[config.mk]
export PLATFORM = sky130hd
export DESIGN_NAME = key_debounce
export DESIGN_NICKNAME = d
export VERILOG_FILES = /design/src/rtl/key_debounce.sv
export SDC_FILE = /design/constraint.sdc
export NUM_CORES = 1
export LEC_CHECK = 0
export BUFFER_PORTS_ARGS = -buffer_cell sky130_fd_sc_hd__buf_4
export CAP_MARGIN = 5
export CORE_MARGIN = 1.5
export CORE_UTILIZATION = 55
export DETAILED_ROUTE_END_ITERATION = 7
export PLACE_DENSITY_LB_ADDON = 0.08
export SLEW_MARGIN = 20
export SYNTH_ARGS = -nofsm -noshare
export SYNTH_HDL_FRONTEND = slang
export SYNTH_SLANG_ARGS = --single-unit
[constraint.sdc]
create_clock -name sys_clk -period 1.9 [get_ports sys_clk]
set_input_delay 0 -clock sys_clk [delete_from_list [all_inputs] [get_ports sys_clk]]
set_output_delay 0 -clock sys_clk [all_outputs]
set_load 0.05 [all_outputs]
[src/rtl/key_debounce.sv]
// Push-button conditioner: two-flop synchronizer, stable-time debounce FSM,
// and registered press / release / long-press events plus a wrapping press count.
module key_debounce #(
   parameter int unsigned DEBOUNCE_CYCLES = 1000000,
   parameter int unsigned LONG_CYCLES     = 50000000,
   parameter bit          KEY_ACTIVE_LOW  = 1'b1,
   parameter int unsigned CNT_W           = 8
) (
   input  logic             sys_clk,
   input  logic             rst,
   input  logic             key_in,
   output logic             key_level,
   output logic             key_press,
   output logic             key_release,
   output logic             key_long,
   output logic             key_hold,
   output logic [CNT_W-1:0] press_cnt
);

   localparam int unsigned MAX_CYC = (LONG_CYCLES > DEBOUNCE_CYCLES) ? LONG_CYCLES : DEBOUNCE_CYCLES;
   localparam int unsigned CW      = $clog2(MAX_CYC + 1);

   localparam logic [CW-1:0] DB_LAST   = CW'(DEBOUNCE_CYCLES - 1);
   localparam logic [CW-1:0] LONG_LAST = CW'(LONG_CYCLES - 1);
   localparam logic [CW-1:0] LONG_MAX  = CW'(LONG_CYCLES);
   localparam logic          REL_PIN   = KEY_ACTIVE_LOW ? 1'b1 : 1'b0;

   typedef enum logic [1:0] {
      RELEASED,
      PRESS_WAIT,
      PRESSED,
      RELEASE_WAIT
   } state_t;

   logic              key_meta_p0;
   logic              key_raw_p1;
   logic              key_sync;

   state_t            state, state_nxt;
   logic [CW-1:0]     db_cnt, db_nxt;
   logic [CW-1:0]     hold_cnt, hold_nxt;
   logic              level_nxt, press_nxt, release_nxt, long_nxt, khold_nxt;
   logic [CNT_W-1:0]  pcnt_nxt;
   logic              long_hit;

   function automatic logic [CW-1:0] sat_inc(input logic [CW-1:0] v);
      return (v >= LONG_MAX) ? LONG_MAX : v + 1'b1;
   endfunction

   // Stage p0/p1: metastability filter, flops idle at the released pin level
   always_ff @(posedge sys_clk) begin
      if (rst) begin
         key_meta_p0 <= REL_PIN;
         key_raw_p1  <= REL_PIN;
      end else begin
         key_meta_p0 <= key_in;
         key_raw_p1  <= key_meta_p0;
      end
   end

   assign key_sync = key_raw_p1 ^ KEY_ACTIVE_LOW;

   always_ff @(posedge sys_clk) begin
      if (rst) begin
         state       <= RELEASED;
         db_cnt      <= '0;
         hold_cnt    <= '0;
         key_level   <= 1'b0;
         key_press   <= 1'b0;
         key_release <= 1'b0;
         key_long    <= 1'b0;
         key_hold    <= 1'b0;
         press_cnt   <= '0;
      end else begin
         state       <= state_nxt;
         db_cnt      <= db_nxt;
         hold_cnt    <= hold_nxt;
         key_level   <= level_nxt;
         key_press   <= press_nxt;
         key_release <= release_nxt;
         key_long    <= long_nxt;
         key_hold    <= khold_nxt;
         press_cnt   <= pcnt_nxt;
      end
   end

   always_comb begin
      state_nxt   = state;
      db_nxt      = db_cnt;
      hold_nxt    = hold_cnt;
      level_nxt   = key_level;
      press_nxt   = 1'b0;
      release_nxt = 1'b0;
      long_nxt    = 1'b0;
      khold_nxt   = key_hold;
      pcnt_nxt    = press_cnt;
      long_hit    = 1'b0;

      // Hold time keeps running through a release bounce; saturation makes the long event one-shot
      if (state == PRESSED || state == RELEASE_WAIT) begin
         hold_nxt = sat_inc(hold_cnt);
         long_hit = (hold_cnt == LONG_LAST);
      end
      if (long_hit) begin
         long_nxt  = 1'b1;
         khold_nxt = 1'b1;
      end

      case (state)
         RELEASED: begin
            if (key_sync) begin
               state_nxt = PRESS_WAIT;
               db_nxt    = CW'(1);
            end else begin
               db_nxt    = '0;
            end
         end
         PRESS_WAIT: begin
            if (!key_sync) begin
               state_nxt = RELEASED;
               db_nxt    = '0;
            end else if (db_cnt == DB_LAST) begin
               state_nxt = PRESSED;
               db_nxt    = '0;
               hold_nxt  = '0;
               level_nxt = 1'b1;
               press_nxt = 1'b1;
               pcnt_nxt  = press_cnt + 1'b1;
            end else begin
               db_nxt    = db_cnt + 1'b1;
            end
         end
         PRESSED: begin
            if (!key_sync) begin
               state_nxt = RELEASE_WAIT;
               db_nxt    = CW'(1);
            end
         end
         RELEASE_WAIT: begin
            if (key_sync) begin
               state_nxt = PRESSED;
               db_nxt    = '0;
            end else if (db_cnt == DB_LAST) begin
               // A coinciding long event wins; the release is taken on the following cycle
               if (!long_hit) begin
                  state_nxt   = RELEASED;
                  db_nxt      = '0;
                  hold_nxt    = '0;
                  level_nxt   = 1'b0;
                  release_nxt = 1'b1;
                  khold_nxt   = 1'b0;
               end
            end else begin
               db_nxt = db_cnt + 1'b1;
            end
         end
         default: begin
            state_nxt = RELEASED;
            db_nxt    = '0;
         end
      endcase
   end

endmodule

# == Word-level counts from Yosys, hierarchy flattened ==
# Cells that the tools add are included.
# word_totals
ff_bits,69
elab_cells,83
# classes
n_addsub,3
n_lt_le_gt_ge,1
n_eq_ne,16
mux,39
bitwise,4
n_reduce_logical,9
# op_table
op,n
2-to-1 mux 26 bit,13
case mux 26 bit (4 select lines),1
"adder 26 x 1 -> 26 bit, second input constant",2
case mux 26 bit (2 select lines),1
"equality test 26 x 20 -> 1 bit, second input constant",1
"equality test 26 bit, second input constant",1
">= comparator 26 bit, second input constant",1
2-to-1 mux 1 bit,15
2-to-1 mux 2 bit,7
"inequality test 2 bit, second input constant",6
"adder 8 x 1 -> 8 bit, second input constant",1
case mux 2 bit (4 select lines),1
"inequality test 3 bit, second input constant",2
AND reduction 6 bit,1
AND reduction 5 bit,1
"equality test 2 bit, second input constant",2
"inequality test 4 bit, second input constant",1
NOT 1 bit,4
OR reduction 4 bit,1
"inequality test 3 x 2 -> 1 bit, second input constant",1
AND reduction 3 bit,1
OR reduction 3 bit,1
"equality test 2 x 1 -> 1 bit, second input constant",1
zero test 2 bit,1
other kinds (5),5

# == Logic depth before layout (Yosys ltp) ==
# depth
word_depth,8
depth_mapped,8
depth_no_buf,6

# == Least setup slack after synthesis ==
# OpenSTA, ideal clock, no wires.
# synth_timing
path_kind,reg-to-reg
startpoint,reg hold_cnt[10]
endpoint,reg hold_cnt[0]
arrival_ps,1996
path_slack_ps,-171
path_stages_with_launch,8
path_buffers,2
period_less_slack_ps,2071
path_cell_list,dfxtp_1 -> or4_4 -> nor4_4 -> nand3_1 -> a311o_1 -> buf_6 -> buf_12 -> nor3_4
# synth_via
elab_chain_len,7
# synth_lines
element,line,text
"start, declared",41,"logic [CW-1:0] hold_cnt, hold_nxt;"
"start signal, assigned",77,hold_cnt <= hold_nxt;
>= comparator 26 bit,47,return (v >= LONG_MAX) ? LONG_MAX : v + 1'b1;
2-to-1 mux 26 bit,47,
2-to-1 mux 26 bit,100,if (state == PRESSED || state == RELEASE_WAIT) begin
2-to-1 mux 26 bit,145,if (!long_hit) begin
2-to-1 mux 26 bit,143,end else if (db_cnt == DB_LAST) begin
2-to-1 mux 26 bit,140,if (key_sync) begin
case mux 26 bit (2 select lines) (*),109,case (state)
# Every way passes the cells marked *; elsewhere a longest branch is shown, timed or not.
# A chain may end at the register's enable or synchronous reset.

# == Final worst setup path ==
# layout_timing
startpoint,reg db_cnt[21]
endpoint,reg press_cnt[3]
# layout_via
elab_chain_len,2
# layout_lines
element,line,text
"start, declared",40,"logic [CW-1:0] db_cnt, db_nxt;"
"start signal, assigned",76,db_cnt <= db_nxt;
equality test 26 x 20 -> 1 bit,122,end else if (db_cnt == DB_LAST) begin
AND reduction 3 bit (no source line),n/a,
"end signal, assigned",83,press_cnt <= pcnt_nxt;
"end, declared",17,output logic [CNT_W-1:0] press_cnt
# Every way passes these cells.

==> results.md <==
Logic synthesis:
- Synthesis handed over a netlist of a little over 400 instances.
- The synthesized design contains 0 enable-type register cells.
- The proportion of synthesized chip area in sequential cells is 39.3%.
- For this run, the number of Yosys warnings is 0.
- By count the netlist is led by 69 x sky130_fd_sc_hd__dfxtp_1, 38 x sky130_fd_sc_hd__nor2_1, 32 x sky130_fd_sc_hd__nand2_1, 32 x sky130_fd_sc_hd__xor2_1, 23 x sky130_fd_sc_hd__nand3_1.
- The area share of the leading cell type in the synthesized netlist is 39.3%.
- The cell with the most instances after synthesis is sky130_fd_sc_hd__dfxtp_1.
- Each instance of the synthesized netlist takes up on average between 8 and 9 um2.
- The synthesized design spends more area on one cell type than any other, namely sky130_fd_sc_hd__dfxtp_1.
- In this run, distinct cell masters in the synthesized netlist total between 50 and 60.
- In this run, synthesis produced a sequential element count of 69.
- The post-synthesis instance area is 0.00351 mm2.
- Yosys attributes the largest share of cell area to sky130_fd_sc_hd__dfxtp_1 39%, sky130_fd_sc_hd__xor2_1 8.0%, sky130_fd_sc_hd__xnor2_1 4.5%.
- For this run, the leading register cell type out of synthesis is sky130_fd_sc_hd__dfxtp_1.
- The fraction of registers with async set or reset after synthesis is 0%.
- The number of nets in the synthesized netlist is approximately 420.

Power and ir drop:
- The maximum resistive drop on vdd is between 0.6 and 0.7 mV.
- The fraction of power consumed by sequential logic is about half.
- In this run, the clock network consumes a little under half of the power.
- The overall power after layout is between 0.002 and 0.003 W.
- The areal power density over the cells is a little over 600 mW/mm2.
- The net load switching power is between 0.0005 and 0.0006 W.
- The internal portion of the total power is approximately 0.0023 W.
- The switching share of power is between 20% and 30%.
- The leakage power figure is approximately 1.7 nW.
- The share of total power dissipated in combinational logic is under 10%.

Clock network:
- The H-tree depth reported by CTS is 3.
- CTS placed an instance of sky130_fd_sc_hd__clkbuf_8 at the clock tree root.
- The clock tree from TritonCTS is built.
- The post-CTS clock slew at the launch and capture registers of the worst setup and hold paths is ~0.08 ns.
- The later pin in the worst-skew pair is clocked with a latency of around 0.35 ns.
- No sink is reached through more buffers than the 2 on the longest clock path.
- Clock tree synthesis found a total of about 70 sinks.
- The number of buffers created by CTS is 9.

Floorplan:
- The die outline height is 82.9 um.
- After floorplanning, the core was divided into 28 placement rows.
- The initial utilization of the core area, before any placement, comes to around three fifths.
- The number of top-level design ports is 16.
- The die is about 83 um wide.
- The region available for standard cell placement spans 0.00603 mm2.
- The die covers roughly 0.007 mm2.

Finish:
- The layout cell share with drive strength beyond 1 is a little under a third.
- The layout overhead on the synthesized area is 33.1%.
- The final antenna diode count is 0.
- The utilization after layout is 77.6%.
- The number of nets in the layout is roughly 500.

STA:
- Timing would allow up to slightly above 0.5 GHz.
- Setup slack on the critical path of the routed design comes to -0.0820 ns.
- The ratio of final minimum period to clock period is 104%.
- After layout, the minimum clock period comes to ~2.0 ns.
- For the final routed database, the setup TNS stands at -0.838 ns.
- Setup violations remaining at the end of the flow were counted as 21.
- The number of max-slew violations in the final report came to 0.
- Setup repair after global routing could not meet its margin everywhere.
- The worst slew margin relative to its limit is 57.7%.
- For the pin with the worst max-slew slack, the measured transition is 0.630 ns.
- The count of final hold-check violations is 0.
- The worst clock skew is 0.00912 ns.

Global routing:
- The global-route congestion overflow total is 0.
- The largest net degree at the start of global routing is 28.
- Global routing consumed, over all layers together, between 20% and 30% of the routing resources.
- The number of global-route vias before repair is ~3200.
- The number of antenna violations at the first check in global routing is 0.
- The first-pass GRT wire length is ~15000 um.

Routing:
- The number of iterations in the first detailed-routing pass is 4.
- The detailed route wirelength on metal2 is 4230 um.
- In the routed layout, each cell is associated on average with a via count of just under 6.
- The number of design-rule violations left by the first detailed-router iteration is 169.
- The routed metal-1 wirelength is ~4000 um.
- The routed design uses around 280 um of met3 wire.
- The routed length per instance is 15.0 um.
- The number of vias after detailed routing is around 3400.
- In the routed design, unresolved DRC markers number 0.
- Summed over all layers, the routed wires come to ~8600 um.
- The number of nets with antenna violations after routing is 0.
- The highest signal layer in the routed design is met4.

Worst setup path:
- STA classifies the critical path endpoint as a flop.
- STA puts the critical path data required time at ~2.2 ns.
- The path depth of the worst reg2reg path is 6.
- The worst register-to-register path ends at press_cnt[3].
- The critical path in this run is classified as flop to flop.
- Of all nets on the critical path, the largest fanout is 4.
- The critical path arrival is between 2 and 2.5 ns.
- The worst register-to-register path begins at db_cnt[21].
- Setup slack on the worst reg-to-reg path comes out at -0.08 ns.
- The startpoint class of the critical path is a flop.

Min path:
- The worst-case hold path end point is key_meta_p0.
- The worst hold path belongs to the class input port to flop.
- The origin of the worst min-delay path is key_in.
- The number of cells on the worst hold path is 3.

Run status:
- The final reports fail on setup timing.
- The run finished, with violations left.

Placement:
- Timing analysis after detailed placement gives a worst setup slack of -0.217 ns.
- The weighted congestion reported at the end of routability-driven placement is ~0.85.
- The estimated wirelength of the detail-placed design is 5930 um.
- The total of buffers placed on input and output ports is 15.

Job:
- The count of max-cap constraint violations is 0.
-- power by group through the flow --
stage                     sequential [W]  combinational [W]  clock [W]
final                            0.00145          0.0000526    0.00137
after global routing             0.00145          0.0000576    0.00146
after CTS                        0.00145          0.0000503    0.00139
after detailed placement         0.00148          0.0000453          0
after global placement           0.00148          0.0000450          0
after floorplan                  0.00148          0.0000341          0
-- cell type report --
| class | count | area (um2) |
|---|---|---|
| inverters | 8 | 30.0 |
| well taps | 75 | 93.8 |
| fillers | 412 | 1350 |
| multi-input cells | 316 | 2240 |
| flip-flops and latches | 69 | 1390 |
| repair buffers | 88 | 698 |
| clock buffers | 13 | 159 |
| clock inverters | 3 | 67.6 |
-- state kept, by name, indices dropped and copies added (netlist names), named ones only --
signal / cells
key_release: 1
key_hold: 1
press_cnt: 8
key_meta_p0: 1
state: 1
key_long: 1
db_cnt: 26
key_press: 1
key_level: 1
hold_cnt: 26
key_raw_p1: 1
-- critical path, stage by stage, from the launching register on --
cell	delay [ns]
sky130_fd_sc_hd__dfxtp_2	0.33
sky130_fd_sc_hd__or4b_4	0.57
sky130_fd_sc_hd__nor3_2	0.18
sky130_fd_sc_hd__nand4_1	0.21
sky130_fd_sc_hd__buf_4	0.21
sky130_fd_sc_hd__or3_1	0.32
sky130_fd_sc_hd__a21oi_2	0.11
-- through the flow --
stage / instance area [um2] / hold WS, ns / instances
2_1_floorplan: 3570 / 0.104 / 410
3_3_place_gp: 4210 / 0.187 / 550
3_5_place_dp: 4210 / 0.187 / 550
4_1_cts: 4550 / 0.369 / 570
5_1_grt: 4670 / 0.388 / 572
6_report: 4670 / 0.379 / 572
-- layout by cell type, fill, tap and decap left out, types with 4 or more instances in the layout --
cell type	n
sky130_fd_sc_hd__o21ai_0	5
sky130_fd_sc_hd__a21oi_1	17
sky130_fd_sc_hd__nor4_2	5
sky130_fd_sc_hd__a21oi_2	5
sky130_fd_sc_hd__a31oi_1	5
sky130_fd_sc_hd__nor4_4	6
sky130_fd_sc_hd__dfxtp_2	7
sky130_fd_sc_hd__nor2_1	38
sky130_fd_sc_hd__buf_4	82
sky130_fd_sc_hd__and3_1	16
sky130_fd_sc_hd__nand3_1	20
sky130_fd_sc_hd__nor3_2	11
sky130_fd_sc_hd__xnor2_1	18
sky130_fd_sc_hd__dfxtp_1	62
sky130_fd_sc_hd__and4_1	4
sky130_fd_sc_hd__or3_1	6
sky130_fd_sc_hd__nor3_1	14
sky130_fd_sc_hd__inv_1	8
sky130_fd_sc_hd__nand4_1	22
sky130_fd_sc_hd__nand2_1	32
sky130_fd_sc_hd__clkbuf_8	11
sky130_fd_sc_hd__xor2_1	32
sky130_fd_sc_hd__or2_2	4
-- worst max-delay path by stage --
stage                      startpoint            to  depth (start not counted)
after floorplan            db_cnt[21]  press_cnt[7]                          5
after global placement     db_cnt[10]     db_cnt[8]                          5
after detailed placement   db_cnt[10]    db_cnt[13]                          5
after CTS                 hold_cnt[8]   hold_cnt[3]                          6
after global routing      hold_cnt[8]     db_cnt[1]                          6
final                      db_cnt[21]  press_cnt[3]                          6
-- kinds of logic after synthesis --
kind of cell / share of synthesized area [%]
AOI/OAI and AO/OA: 8.73
xor gates and xnor gates: 12.5
adders and majority gates: 1.43
buffers and inverters: 3.46
DFF: 39.3
muxes: 0.285
and+or+nand+nor: 34.3
-- metal layers --
layer  GRT usage, %  vias to the layer above
met5              0                        -
met4           10.8                        0
met3           4.37                       13
met2           42.4                       74
met1           32.8                     1630
li1               -                     1653
-- what timing repair did --
item,in CTS,in global routing
pin swaps,7,5
resized for setup,14,23
setup buffers,2,2
setup endpoints to repair,59,58
hold buffers,2,0
endpoints found under the hold margin,15,0
No activity file was read; power rests on OpenSTA's default activity.
